$ cat config.mk
export PLATFORM = sky130hd
export DESIGN_NAME = stream_packet_engine
export DESIGN_NICKNAME = d
export VERILOG_FILES = /design/src/rtl/stream_packet_engine.sv
export SDC_FILE = /design/constraint.sdc
export NUM_CORES = 1
export LEC_CHECK = 0
export CAP_MARGIN = 25
export CORE_MARGIN = 2
export CORE_UTILIZATION = 51
export DETAILED_ROUTE_END_ITERATION = 6
export GPL_TIMING_DRIVEN = 0
export PLACE_DENSITY = 0.82
export RECOVER_POWER = 100
export SETUP_SLACK_MARGIN = 0.15
export SLEW_MARGIN = 20
export SYNTH_ARGS = -nofsm -noshare
export SYNTH_HDL_FRONTEND = slang
export SYNTH_SLANG_ARGS = --single-unit
$ cat constraint.sdc
create_clock -name s_clk -period 2.91 [get_ports s_clk]
set_input_delay 0.4365 -clock s_clk [delete_from_list [all_inputs] [get_ports s_clk]]
set_output_delay 0.4365 -clock s_clk [all_outputs]
set_load 0.02 [all_outputs]
$ cat src/rtl/stream_packet_engine.sv
// rtl/stream_packet_engine.sv - header/payload/checksum packet processor between rx and tx streams
//
// Purpose:
//   Accepts a header word on rx, echoes it to tx, then transforms len payload
//   words according to the header mode and finally appends a checksum trailer
//   (sum of the transformed payload words, mod 2^DATA_WIDTH).
//   Header: mode = rx[DATA_WIDTH-1:DATA_WIDTH-2], len = rx[LEN_WIDTH-1:0].
//   Modes: 0 pass, 1 invert, 2 increment, 3 byte-reverse.
//
// Ports:
//   s_clk, s_rst        clock and synchronous active-high reset
//   rx_valid/rx_ready/rx  input word stream (valid/ready handshake)
//   tx_valid/tx_ready/tx  output word stream, tx and tx_valid registered
//   busy                high while a packet is in progress (payload or trailer)
//   pkt_count           packets whose trailer has been loaded; wraps

`timescale 1ns/1ps

module stream_packet_engine #(
  parameter int DATA_WIDTH = 16,
  parameter int LEN_WIDTH  = 8,
  parameter int CNT_WIDTH  = 16
) (
  input  logic                  s_clk,
  input  logic                  s_rst,
  input  logic                  rx_valid,
  output logic                  rx_ready,
  input  logic [DATA_WIDTH-1:0] rx,
  output logic                  tx_valid,
  input  logic                  tx_ready,
  output logic [DATA_WIDTH-1:0] tx,
  output logic                  busy,
  output logic [CNT_WIDTH-1:0]  pkt_count
);

  localparam int NBYTES = DATA_WIDTH / 8;

  localparam logic [DATA_WIDTH-1:0] DATA_ONE = 1;
  localparam logic [LEN_WIDTH-1:0]  LEN_ONE  = 1;
  localparam logic [LEN_WIDTH-1:0]  LEN_ZERO = 0;
  localparam logic [CNT_WIDTH-1:0]  CNT_ONE  = 1;

  typedef enum logic [1:0] {
    S_HEAD = 2'd0,
    S_DATA = 2'd1,
    S_SUM  = 2'd2
  } state_t;

  state_t                state_q;
  logic [1:0]            mode_q;
  logic [LEN_WIDTH-1:0]  remaining_q;
  logic [DATA_WIDTH-1:0] csum_q;
  logic [DATA_WIDTH-1:0] tx_q;
  logic                  tx_valid_q;
  logic [CNT_WIDTH-1:0]  pkt_count_q;

  logic                  free;
  logic                  accept;
  logic [DATA_WIDTH-1:0] word_d;
  logic [DATA_WIDTH-1:0] csum_d;
  logic [1:0]            hdr_mode;
  logic [LEN_WIDTH-1:0]  hdr_len;

  function automatic logic [DATA_WIDTH-1:0] xform(input logic [1:0]            m,
                                                  input logic [DATA_WIDTH-1:0] w);
    logic [DATA_WIDTH-1:0] r;
    r = w;
    case (m)
      2'd1: r = ~w;
      2'd2: r = w + DATA_ONE;
      2'd3: begin
        for (int b = 0; b < NBYTES; b++) begin
          r[8*b +: 8] = w[DATA_WIDTH-8-8*b +: 8];
        end
      end
      default: r = w;
    endcase
    return r;
  endfunction

  // The output slot can take a new word when it is empty or is being
  // handed off this very cycle, so full throughput needs no skid buffer.
  assign free     = ~tx_valid_q | tx_ready;
  assign rx_ready = free & (state_q != S_SUM);
  assign accept   = rx_valid & rx_ready;

  assign hdr_mode = rx[DATA_WIDTH-1 -: 2];
  assign hdr_len  = rx[LEN_WIDTH-1:0];
  assign word_d   = xform(mode_q, rx);
  assign csum_d   = csum_q + word_d;

  always_ff @(posedge s_clk) begin
    if (s_rst) begin
      state_q     <= S_HEAD;
      mode_q      <= 2'd0;
      remaining_q <= LEN_ZERO;
      csum_q      <= '0;
      tx_q        <= '0;
      tx_valid_q  <= 1'b0;
      pkt_count_q <= '0;
    end else begin
      // Handoff clears valid; any load below overrides it in the same cycle.
      if (tx_ready) begin
        tx_valid_q <= 1'b0;
      end

      case (state_q)
        S_HEAD: begin
          if (accept) begin
            tx_q        <= rx;
            tx_valid_q  <= 1'b1;
            mode_q      <= hdr_mode;
            remaining_q <= hdr_len;
            csum_q      <= '0;
            state_q     <= (hdr_len == LEN_ZERO) ? S_SUM : S_DATA;
          end
        end

        S_DATA: begin
          if (accept) begin
            tx_q        <= word_d;
            tx_valid_q  <= 1'b1;
            csum_q      <= csum_d;
            remaining_q <= remaining_q - LEN_ONE;
            if (remaining_q == LEN_ONE) begin
              state_q <= S_SUM;
            end
          end
        end

        S_SUM: begin
          // rx is stalled here; this is the single bubble per packet.
          if (free) begin
            tx_q        <= csum_q;
            tx_valid_q  <= 1'b1;
            pkt_count_q <= pkt_count_q + CNT_ONE;
            state_q     <= S_HEAD;
          end
        end

        default: state_q <= S_HEAD;
      endcase
    end
  end

  assign tx        = tx_q;
  assign tx_valid  = tx_valid_q;
  assign busy      = (state_q != S_HEAD);
  assign pkt_count = pkt_count_q;

endmodule
=== Yosys cells after proc, flatten, opt, wreduce, memory -nomap -nowiden ===
Index checks and enable logic that the tools add are counted.

* Flip-flop bits (word level): 61
* Bits in latches: 0
* RAM bits: 0
* ROM bits: 0
* Bits of input ports: 20
* Output and inout bits: 35
* Word-level logic and storage cells: 59
* Memories kept: 0

* $add $sub $neg: 4
* Multiply operators: 0
* Div/mod/pow operators: 0
* Magnitude comparators: 0
* Eq/ne operators: 11
* Shift operators: 0
* Mux-type cells: 21
* Bitwise logic cells: 5
* Reduce and logical (&&, ||, !) cells: 11

{| class="wikitable"
|+ Operator list
! cell !! count
|-
| $pmux 16 s3 || 2
|-
| $mux 16 || 5
|-
| $add 16x1->16 const B || 2
|-
| $pmux 16 s2 || 1
|-
| $add 16x16->16 || 1
|-
| $mux 8 || 2
|-
| $not 16->16 || 1
|-
| $pmux 8 s2 || 1
|-
| $mux 2 || 5
|-
| $ne 2x2->1 const B || 5
|-
| $eq 8x1->1 const B || 1
|-
| $logic_not 8->1 || 1
|-
| $reduce_and 4->1 || 2
|-
| $sub 8x1->8 const B || 1
|-
| $eq 2x2->1 const B || 3
|-
| $pmux 2 s3 || 1
|-
| $eq 2x1->1 const B || 2
|-
| $reduce_and 2->1 || 2
|-
| $reduce_bool 2->1 || 2
|-
| $mux 1 || 3
|-
| $reduce_and 3->1 || 1
|-
| $reduce_bool 3->1 || 1
|-
| $and 1x1->1 || 2
|-
| $logic_not 2->1 || 1
|-
| 4 further kinds || 4
|}

=== Logic depth before layout (Yosys ltp) ===
* Depth in word-level cells: 6
* Depth in mapped cells: 15
* Depth with buffers taken out: 14

=== Worst setup path after synthesis ===
No wires, ideal clock.

* Path type: register to register
* Start point: register mode_q[1]
* End point: register csum_q[14]
* Setup time: 0.074 ns
* Arrival: 2.996 ns
* Required time: 2.836 ns
* Setup slack: -0.160 ns
* Stages on the path, launching flop included: 16
* Path buffers: 2
* Clock period less this slack: 3.070 ns
* Cell sequence: dfxtp_1 clkbuf_1 clkbuf_1 xor2_1 nor2_1 a21oi_1 ha_1 inv_1 fa_1 nand2b_1 a21oi_1 o31ai_1 a311oi_1 a221oi_1 xor2_1 o21ai_0

* Cells in the longest elaborated chain, start to end: 5
* Elaborated cells on any way between the ends: 7
* Classes of those cells: add/sub: 1; eq/ne: 3; mux: 3

{| class="wikitable"
|+ Ends and longest elaborated chain
! what !! line !! source
|-
| start, declared || 50 || <nowiki>logic [1:0] mode_q;</nowiki>
|-
| start signal, assigned || 112 || <nowiki>mode_q <= hdr_mode;</nowiki>
|-
| $eq 2x2->1 / $eq 2x1->1 (equally long branches) || 68 || <nowiki>case (m)</nowiki>
|-
| $pmux 16 s3 (*) || 68 ||
|-
| $add 16x16->16 (*) || 90 || <nowiki>assign csum_d = csum_q + word_d;</nowiki>
|-
| $mux 16 (*) || 120 || <nowiki>if (accept) begin</nowiki>
|-
| $pmux 16 s2 (*) || 107 || <nowiki>case (state_q)</nowiki>
|-
| end signal, assigned || 123 || <nowiki>csum_q <= csum_d;</nowiki>
|-
| end, declared || 52 || <nowiki>logic [DATA_WIDTH-1:0] csum_q;</nowiki>
|}

Every way passes the cells marked *; elsewhere a longest branch is shown, timed or not. The select of a mux whose other input is x is not followed.
A chain may end at the register's enable or synchronous reset.

=== Worst setup path in the final report ===
Same ends and word-level chain as after synthesis.

==> impl_metrics.ini <==
[outcome]
status = finished clean

[yosys]
yosys_warnings = 0
synth-simple-area-share_pct = 24.6
synth_top_family_by_area = simple AND/OR/NAND/NOR gates
synth_area_per_cell_um2 = 7.64
synth-main-ff-cell = dfxtp_1
netlist_instances = 545
synth_xor_area_share_pct = 6.94
synth-seq-cells = 61
synth_top_cell_area_share_pct = 29.3
synthArstFlopShare_pct = 0
synth-adder-area-share_pct = 8.60
synth_nets = 593
synth_area_leader_cell = dfxtp_1
synth_compound_area_share_pct = 22.5
synth_cell_types = 50
synth_area_mm2 = 0.00416
seq_area_frac_synth_pct = 29.3
synth-edff-count = 0
yosys-top-cells-area = dfxtp_1 29%, ha_1 8.1%, nor2_1 6.4%
synthMuxAreaShare_pct = 2.65

[placement]
port_buffers = 48
hpwlAfterDp_mm = 9.66
placed_cell_area_mm2 = 0.00483
finalWeightedCongestion = 0.944

[die]
dieHeight_um = 94.3
initial_core_util_pct = 53.3
coreArea_mm2 = 0.00781
chipWidth_um = 94.3
rows = 32
die_area_mm2 = 0.00890
num_io_pins = 55

[routing]
dr_wl_met3_mm = 1.02
routedWlPerCell_um = 18.4
detail-route-antenna-nets = 0
firstDrtPassIters = 5
remaining_drc_errors = 0
drt-met1-wl_mm = 5.72
vias_per_cell = 6.15
wl_met2_mm = 6.27
drt_iter0_drc = 312
wl_mm = 13.2
vias = 4434
highest_layer = met4

[final_layout]
finish.utilization_pct = 67.7
drive_gt1_share_pct = 14.2
finalNetCount = 662
layout_common_cells = 69 x nor2_1, 60 x dfxtp_1, 44 x nand2_1
n_fill_cell = 685
antennaDiodeCount = 0
register_area_mm2 = 0.00122
multi_input_area_mm2 = 0.00289
design_area_mm2 = 0.00528
area_growth_pct = 26.9
final_common_cell = nor2_1

[sta]
tightest_slew_ns = 0.700
holdWs_ns = 0.451
grt_setup_unrepaired = yes
finalHoldViolCount = 0
setup_viol = 0
relSlewSlack_pct = 53.3
maxSlewViolCount = 0
finalCritPeriodShare_pct = 97.7
period_minus_slack_ns = 2.84
max_freq_ghz = 0.352
finalSetupTns_ns = 0
fin_skew_ns = 0.0117

[global_routing]
grt_max_degree = 13
grt_pass1_wl_mm = 20.5
grt_pass1_vias = 4068
antenna_found_initial = 0
grt_usage_pct = 29.8
grt_overflow = 0

[clock_network]
cts_tree = built
cts_sinks = 61
clock_latency_ns = 0.35
cts_root_buffer = clkbuf_8
clk_path_buf_depth = 2
clk_pin_slew_worst_paths_ns = 0.07
cts_made_buffers = 9
cts_max_level = 3

[setup_path]
cp_max_fo = 8
required_ns = 3.19
start_kind = flip-flop
cp_data_arrival_time_ns = 3.12
end_kind = flip-flop
worstSetupPathType = reg2reg

[power]
p_leak_nw = 2.14
power_density_mw_per_mm2 = 856
vdd_drop_max_v = 0.000619

[job]
maxCapViolations = 0

[worst_hold_path]
worstHoldPathType = reg2reg
sequential cells by signal, summed over array words and instances (netlist names):
name	flops
state_q	2
tx	16
mode_q	2
csum_q	16
remaining_q	8
pkt_count	16
tx_valid	1
cells by family (layout without fill, tap and decap cells):
| logic type | after synthesis | count (layout) |
|---|---|---|
| flip-flops | 61 | 61 |
| AND/OR/NAND/NOR | 212 | 212 |
| XOR/XNOR | 33 | 33 |
| AO/OA/AOI/OAI | 143 | 143 |
| adder cells (fa/ha/maj) | 28 | 28 |
| buffers and inverters | 57 | 131 |
| multiplexers | 11 | 11 |
synthesized netlist by cell type (4+ instances only):
master and n:
a21oi_1 50, o21a_1 7, nand2_1 45, or3_1 7, nand3b_1 4, nand2b_1 6
o211ai_1 8, dfxtp_1 61, inv_1 21, nor4_1 12, mux2i_1 11, xor2_1 19
a221oi_1 12, a21o_1 6, buf_2 7, a211oi_1 7, ha_1 27, and2_1 4
a22oi_1 7, clkbuf_1 23, xnor2_1 14, a221o_1 6, nand3_1 17, buf_1 5
o21ai_0 24, nor2_1 71, nor3_1 27
metrics by stage:
| stage | std cells | total power [mW] | setup WS (ns) |
|---|---|---|---|
| 2_1_floorplan | 545 | 2.79 | 0.161 |
| 3_3_place_gp | 695 | 3.50 | -1.12 |
| 3_5_place_dp | 695 | 3.56 | -1.13 |
| 4_1_cts | 718 | 4.48 | 0.101 |
| 5_1_grt | 721 | 4.79 | -0.0414 |
| 6_report | 721 | 4.52 | 0.0664 |
area by class of cell:
cell class	count	area share, %
buffer	35	3.74
clock inverter	7	1.89
multi-input combinational	427	54.6
sequential	61	23.1
clock buffer	9	2.34
timing repair buffer	59	10.4
inverter	21	1.49
tap	102	2.42
worst max-delay path, cell delays in order, from the launching register on:
cell and delay (ns):
dfxtp_2 0.33, buf_8 0.13, clkbuf_16 0.14, xor2_1 0.13, nor2_1 0.07, a21oi_2 0.17, ha_2 0.22, inv_2 0.04
fa_2 0.35, nand2b_4 0.16, a21oi_4 0.20, o31ai_4 0.11, a311oi_2 0.30, a221oi_2 0.11, xor2_1 0.16, o21ai_1 0.13
per-layer routing:
layer | up-vias | global-route usage [%]
met5 | - | 0
met4 | 0 | 9.54
met3 | 26 | 4.63
met2 | 220 | 49.0
met1 | 2093 | 40.3
li1 | 2095 | -
power breakdown:
group | internal (mW) | leakage [nW] | switching, mW | total (mW)
sequential | 1.03 | 0.498 | 0.142 | 1.17
combinational | 0.926 | 1.53 | 1.56 | 2.49
clock | 0.486 | 0.113 | 0.379 | 0.866
total | 2.44 | 2.14 | 2.08 | 4.52
final timing paths:
path | from | endpoint | slack, ns | cells past startpoint
setup / recovery | mode_q[1] | csum_q[14] | 0.07 | 15
setup reg to reg | mode_q[1] | csum_q[14] | 0.07 | 15
hold reg to reg | tx[15] | tx[15] | 0.45 | 2
hold / removal | tx[15] | tx[15] | 0.45 | 2
what timing repair did:
action	4_1_cts	5_1_grt
cloned	1	0
hold buffers	0	0
setup buffers	6	4
gates resized for setup	54	24
endpoints found under the setup margin	22	39
pin swaps	17	14
Note: power is estimated with default switching activity, not from simulation.
